[src/rtl/muldiv_hilo_pkg.sv]
// Shared op-code encoding, FSM states and divide constants for the mul/div HI/LO unit.
package muldiv_hilo_pkg;

  // Must stay identical to the single-cycle ALU control encoding.
  localparam logic [4:0] ALU_MUL   = 5'b01001;
  localparam logic [4:0] ALU_DIV   = 5'b01010;
  localparam logic [4:0] ALU_DIVU  = 5'b01101;
  localparam logic [4:0] ALU_MULTU = 5'b01110;

  localparam int unsigned DIV_ITERS = 32;

  typedef enum logic [1:0] {
    StIdle,
    StMul,
    StDiv,
    StFix
  } state_e;

  function automatic logic is_mul_op(input logic [4:0] ctrl);
    return (ctrl == ALU_MUL) || (ctrl == ALU_MULTU);
  endfunction

  function automatic logic is_div_op(input logic [4:0] ctrl);
    return (ctrl == ALU_DIV) || (ctrl == ALU_DIVU);
  endfunction

  function automatic logic is_signed_op(input logic [4:0] ctrl);
    return (ctrl == ALU_MUL) || (ctrl == ALU_DIV);
  endfunction

endpackage

[src/rtl/muldiv_hilo_div_step.sv]
// One combinational restoring-division step: shift a dividend bit into the remainder,
// subtract the divisor when it fits and shift the resulting quotient bit in.
module div_step (
  input  logic [31:0] rem_i,
  input  logic [31:0] quo_i,
  input  logic [31:0] divisor_i,
  output logic [31:0] rem_o,
  output logic [31:0] quo_o
);

  logic [32:0] trial;
  logic        fit;

  always_comb begin
    trial = {rem_i, quo_i[31]};
    fit   = trial >= {1'b0, divisor_i};
    // When fit, the true difference is below the divisor, so the low 32 bits are exact.
    rem_o = fit ? (trial[31:0] - divisor_i) : trial[31:0];
    quo_o = {quo_i[30:0], fit};
  end

endmodule

[src/rtl/muldiv_hilo.sv]
// Multi-cycle multiply/divide unit with architectural HI/LO registers and mthi/mtlo writes.
module muldiv_hilo #(
  parameter int unsigned MUL_LAT   = 3,
  parameter int unsigned DIV_ITERS = muldiv_hilo_pkg::DIV_ITERS
) (
  input  logic        clk,
  input  logic        rst,
  input  logic        start,
  input  logic [4:0]  aluCtrl,
  input  logic [31:0] operandA,
  input  logic [31:0] operandB,
  input  logic        mthi_we,
  input  logic        mtlo_we,
  input  logic [31:0] wdata,
  output logic        busy,
  output logic        done,
  output logic        div_zero,
  output logic [31:0] highresult,
  output logic [31:0] lowresult
);

  import muldiv_hilo_pkg::*;

  localparam int unsigned CntMax = (MUL_LAT > DIV_ITERS) ? MUL_LAT : DIV_ITERS;
  localparam int unsigned CntW   = $clog2(CntMax + 1);

  state_e          state_q, state_d;
  logic [CntW-1:0] cnt_q, cnt_d;
  logic [31:0]     a_q, a_d;
  logic [31:0]     b_q, b_d;
  logic            a_neg_q, a_neg_d;
  logic            b_neg_q, b_neg_d;
  logic [31:0]     quo_q, quo_d;
  logic [31:0]     rem_q, rem_d;
  logic [31:0]     dvs_q, dvs_d;
  logic [31:0]     hi_q, hi_d;
  logic [31:0]     lo_q, lo_d;
  logic            done_q, done_d;
  logic            div_zero_q, div_zero_d;

  logic            accept;
  logic            op_signed;
  logic [31:0]     step_rem, step_quo;
  logic [63:0]     op_a_ext, op_b_ext, product;
  logic [31:0]     quo_fix, rem_fix;

  div_step u_div_step (
    .rem_i     (rem_q),
    .quo_i     (quo_q),
    .divisor_i (dvs_q),
    .rem_o     (step_rem),
    .quo_o     (step_quo)
  );

  always_comb begin
    op_signed = is_signed_op(aluCtrl);
    accept    = (state_q == StIdle) && start && (is_mul_op(aluCtrl) || is_div_op(aluCtrl));
    // Sign flags are only set for signed ops, so they double as extension bits for multu.
    op_a_ext  = {{32{a_neg_q}}, a_q};
    op_b_ext  = {{32{b_neg_q}}, b_q};
    product   = op_a_ext * op_b_ext;
    quo_fix   = (a_neg_q ^ b_neg_q) ? -quo_q : quo_q;
    rem_fix   = a_neg_q ? -rem_q : rem_q;
  end

  always_comb begin
    state_d    = state_q;
    cnt_d      = cnt_q;
    a_d        = a_q;
    b_d        = b_q;
    a_neg_d    = a_neg_q;
    b_neg_d    = b_neg_q;
    quo_d      = quo_q;
    rem_d      = rem_q;
    dvs_d      = dvs_q;
    hi_d       = hi_q;
    lo_d       = lo_q;
    done_d     = 1'b0;
    div_zero_d = 1'b0;

    case (state_q)
      StIdle: begin
        if (accept) begin
          a_d     = operandA;
          b_d     = operandB;
          a_neg_d = op_signed & operandA[31];
          b_neg_d = op_signed & operandB[31];
          quo_d   = (op_signed & operandA[31]) ? -operandA : operandA;
          dvs_d   = (op_signed & operandB[31]) ? -operandB : operandB;
          rem_d   = '0;
          if (is_mul_op(aluCtrl)) begin
            state_d = StMul;
            cnt_d   = CntW'(MUL_LAT - 1);
          end else begin
            state_d = StDiv;
            cnt_d   = CntW'(DIV_ITERS - 1);
          end
        end else begin
          if (mthi_we) hi_d = wdata;
          if (mtlo_we) lo_d = wdata;
        end
      end
      StMul: begin
        if (cnt_q == '0) begin
          hi_d    = product[63:32];
          lo_d    = product[31:0];
          done_d  = 1'b1;
          state_d = StIdle;
        end else begin
          cnt_d = cnt_q - 1'b1;
        end
      end
      StDiv: begin
        rem_d = step_rem;
        quo_d = step_quo;
        if (cnt_q == '0) begin
          state_d = StFix;
        end else begin
          cnt_d = cnt_q - 1'b1;
        end
      end
      StFix: begin
        if (b_q == '0) begin
          // Divide by zero reports the raw dividend, not the sign-corrected remainder.
          lo_d       = '1;
          hi_d       = a_q;
          div_zero_d = 1'b1;
        end else begin
          lo_d = quo_fix;
          hi_d = rem_fix;
        end
        done_d  = 1'b1;
        state_d = StIdle;
      end
      default: state_d = StIdle;
    endcase
  end

  always_ff @(posedge clk) begin
    if (rst) begin
      state_q    <= StIdle;
      cnt_q      <= '0;
      a_q        <= '0;
      b_q        <= '0;
      a_neg_q    <= 1'b0;
      b_neg_q    <= 1'b0;
      quo_q      <= '0;
      rem_q      <= '0;
      dvs_q      <= '0;
      hi_q       <= '0;
      lo_q       <= '0;
      done_q     <= 1'b0;
      div_zero_q <= 1'b0;
    end else begin
      state_q    <= state_d;
      cnt_q      <= cnt_d;
      a_q        <= a_d;
      b_q        <= b_d;
      a_neg_q    <= a_neg_d;
      b_neg_q    <= b_neg_d;
      quo_q      <= quo_d;
      rem_q      <= rem_d;
      dvs_q      <= dvs_d;
      hi_q       <= hi_d;
      lo_q       <= lo_d;
      done_q     <= done_d;
      div_zero_q <= div_zero_d;
    end
  end

  assign busy       = (state_q != StIdle);
  assign done       = done_q;
  assign div_zero   = div_zero_q;
  assign highresult = hi_q;
  assign lowresult  = lo_q;

endmodule

[config.mk]
export PLATFORM = sky130hd
export DESIGN_NAME = muldiv_hilo
export DESIGN_NICKNAME = d
export VERILOG_FILES = /design/src/rtl/muldiv_hilo_pkg.sv /design/src/rtl/muldiv_hilo_div_step.sv /design/src/rtl/muldiv_hilo.sv
export SDC_FILE = /design/constraint.sdc
export NUM_CORES = 2
export LEC_CHECK = 0
export CAP_MARGIN = 20
export CORE_ASPECT_RATIO = 2
export CORE_MARGIN = 3
export CORE_UTILIZATION = 40
export CTS_BUF_LIST = sky130_fd_sc_hd__clkbuf_8
export CTS_CLUSTER_DIAMETER = 40
export DETAILED_ROUTE_END_ITERATION = 12
export PLACE_DENSITY_LB_ADDON = 0.05
export SLEW_MARGIN = 20
export SYNTH_ARGS = -nofsm -noshare
export SYNTH_HDL_FRONTEND = slang
export SYNTH_SLANG_ARGS = --single-unit
[constraint.sdc]
create_clock -name clk -period 17.6 [get_ports clk]
set_clock_uncertainty 0.1 [all_clocks]
set_input_delay 2.64 -clock clk [delete_from_list [all_inputs] [get_ports clk]]
set_output_delay 2.64 -clock clk [all_outputs]
set_load 0.02 [all_outputs]
==> summary.txt <==
Status
  • Status: finished clean

Floorplanning
  • Site Rows: 187
  • Core area: 130,100 um2
  • IO Count: 173
  • Initial Util: 0.4042
  • Die footprint: 136,100 um2
  • Die width: 262.4 um
  • Die extent in y: 518.7 um

Cells and area
  • Nets: 7,528
  • Area Growth Syn to Fin: 7.605%
  • Post-route insts no fill: 7,772
  • Fillers: 13,375
  • Final Cell Area: 56,580 um2
  • Share of layout cells above drive strength 1: 0.03115

Global routing
  • Vias in the first global route: 46,128
  • Gr busiest metal: met2
  • M2 GR Usage: 0.5611
  • Initial antenna violation count: 4
  • First-pass GRT wire length: 287.4 mm
  • Remaining Overflow, GRT: 0
  • Largest net degree at the start of global routing: 85
  • Met3 Usage GRT: 0.02076
  • Gr usage total: 0.2820
  • Met1 global-route usage: 0.2841

Clock tree
  • Worst-Skew Late Latency: 650 ps
  • Postcts setup bufs: 0
  • Post_cts resized: 0
  • Clock sinks: 235
  • Hold buffers post-CTS: 0
  • Clk buf depth: 3
  • CTS clk-pin slew, worst paths: 80 ps
  • Clock root buffer master: clkbuf_8
  • CTS buffer count: 37
  • CTS tree: yes
  • # H-tree levels: 2

Yosys
  • Synth Register Bits: 235
  • Cell taking the most area after synthesis: fa_1
  • Syn Inst Count: 6,116
  • Post-synth top area share: 0.4287
  • Post-synth EDFFs: 0
  • Synth cell types: 70
  • Cell Area, Synth: 52,580 um2
  • Seq/Total Area, Yosys: 0.08947
  • Area contributors post-synth: fa_1, dfxtp_1, inv_1
  • YS warnings: 0
  • Ys async rst share: 0
  • Commonest cells post-synth: inv_1, fa_1, nand2_1, and2_1, clkbuf_1
  • Syn_area_per_cell: 8.597 um2
  • Synthesized net count: 7,604
  • Count leader, synth: inv_1
  • Top_reg_cell synth: dfxtp_1

Timing
  • Fin worst setup slack: 8266 ps
  • Max-slew headroom: 0.2310
  • Tmin final: 9334 ps
  • Final setup violation count: 0
  • RSZ-0062 raised after global routing: no
  • Final Hold Viols: 0
  • Slew @ Worst Pin: 1124 ps
  • Highest Clock Rate: 107.1 MHz
  • Final worst-path cycle share: 0.5303
  • Setup TNS: 0 ps
  • Pins Over Slew Limit: 0

Placed design
  • Port bufs: 172
  • Pre-CTS setup slack: 8360 ps
  • GPL Wtd Cong: 0.9551
  • Inst Count DP: 7,702
  • Hpwl dp: 150.0 mm
  • Dpl cell area: 55,760 um2

Pwr
  • Pwr dens: 51.16 nW/um2
  • Total power: 2894 uW
  • Max VDD drop: 0.1475 mV
  • Lkg Pwr: 0.02726 uW

Worst setup path
  • Worst path required time: 18,030 ps
  • Critical Path Sink Type: flip-flop
  • Setup CP Type: reg2reg
  • CP Launch Type: flip-flop
  • Crit path DAT: 9770 ps
  • Critical-path maximum fanout: 25

Drt
  • ANT nets after route: 0
  • 1st-iter DRT viols: 2,168
  • Via count: 41,723
  • Via density per instance: 5.368
  • Drt pass-1 iters: 6
  • Final WL: 190.5 mm
  • Drt wl/cell: 24.51 um
  • # DRC: 0

Job
  • Max_cap viols: 0

Min path
  • Hold crit path type: reg2reg
==> metrics by stage <==
stage | util | hold slack, ps
floorplan | - | 341.2
global placement | 0.4286 | 341.3
detailed placement | 0.4286 | 347.1
CTS | 0.4348 | 355.8
global route | 0.4349 | 371.2
finish | 0.4349 | 351.4
==> power by group <==
part / switching, uW / leakage [uW] / internal, uW / total [uW]
clock: 274 / 0.000437 / 277 / 551
sequential: 115 / 0.00192 / 632 / 747
combinational: 1050 / 0.0249 / 543 / 1600
==> cells in the final DEF (no fill, tap or decap), types with 9 or more instances in the layout <==
cell	netlist	routed
clkbuf_8	0	44
a221o_1	16	16
ha_1	256	253
nor3_1	54	54
dfxtp_1	235	233
and2_1	548	548
nor4_1	24	24
a31oi_1	28	28
o31ai_1	30	30
or4_1	9	9
o21ai_0	219	218
a211oi_1	49	49
nand4_1	18	18
nor2_1	168	165
nand3_1	20	20
fa_1	1126	1126
nor2b_1	40	40
a22o_1	22	22
or3_1	23	23
o21a_1	18	18
a21oi_1	259	258
nand2b_1	34	34
and3_1	12	12
a221oi_1	29	29
o211ai_1	18	18
a311oi_1	16	16
inv_1	1172	1177
a22oi_1	15	15
o41ai_1	13	12
xor2_1	100	100
a21o_1	35	35
buf_4	0	91
clkdlybuf4s50_1	0	171
xnor2_1	109	108
nand2_1	914	914
==> metal layers <==
| layer | share of wire | wire length (um) |
|---|---|---|
| met1 | 0.33 | 63640 |
| met2 | 0.56 | 107100 |
| met3 | 0.032 | 6121 |
| met4 | 0.071 | 13610 |
| met5 | 0 | 0 |
==> path summary, 6_finish.rpt <==
path              depth (start not counted)  slack [ps]  startpoint        endpoint
setup reg to reg                         25        8270      b_q[9]  highresult[24]
setup / recovery                         25        8270      b_q[9]  highresult[24]
hold / removal                            2         350     b_q[26]         b_q[26]
hold reg to reg                           2         350     b_q[26]         b_q[26]
==> cell type report <==
cell class                      count  area, um2  area share
Antenna cell                        4      10.01   0.0001769
Clock buffer                       44      605.6     0.01070
Clock inverter                     22      205.2    0.003627
Inverter                         1173       4403     0.07782
Multi-Input combinational cell   4330      42110      0.7443
Sequential cell                   235       4707     0.08320
Tap cell                         1701       2128     0.03762
Timing Repair Buffer              263       2406     0.04253
==> kinds of logic (layout without fill, tap and decap cells) <==
logic type / Yosys count / count (layout) / share of synthesized area
flip-flops: 235 / 235 / 0.08947
AND/OR/NAND/NOR: 1897 / 1897 / 0.1737
multiplexers: 7 / 7 / 0.001380
XOR/XNOR: 209 / 209 / 0.03481
AO/OA/AOI/OAI: 835 / 835 / 0.1002
adder cells (fa/ha/maj): 1382 / 1382 / 0.4896
buffers and inverters: 1551 / 1502 / 0.1108
other: 0 / 4 / 0
==> registers in the layout, summed over array words and instances (netlist names), 2 cells and up <==
register	count
b_q	32
dvs_q	31
a_q	32
cnt_q	6
lowresult	32
quo_q	32
rem_q	32
state_q	2
highresult	32
==> worst max-delay path, stage by stage, from the launching register on <==
cell and delay, ps:
dfxtp_1 780, buf_4 460, and2_1 210, fa_1 420, fa_1 540, inv_1 50
fa_1 520, inv_1 50, fa_1 480, fa_1 630, fa_1 470, fa_1 500
inv_1 50, fa_1 490, inv_1 50, ha_1 360, a21o_1 210, a21oi_1 230
nor2_1 80, o31ai_1 740, o211ai_1 530, a31o_2 390, a21oi_1 280, o211a_1 170
o21ai_0 80, a311oi_1 310
Power figures use the tool's default switching activity.
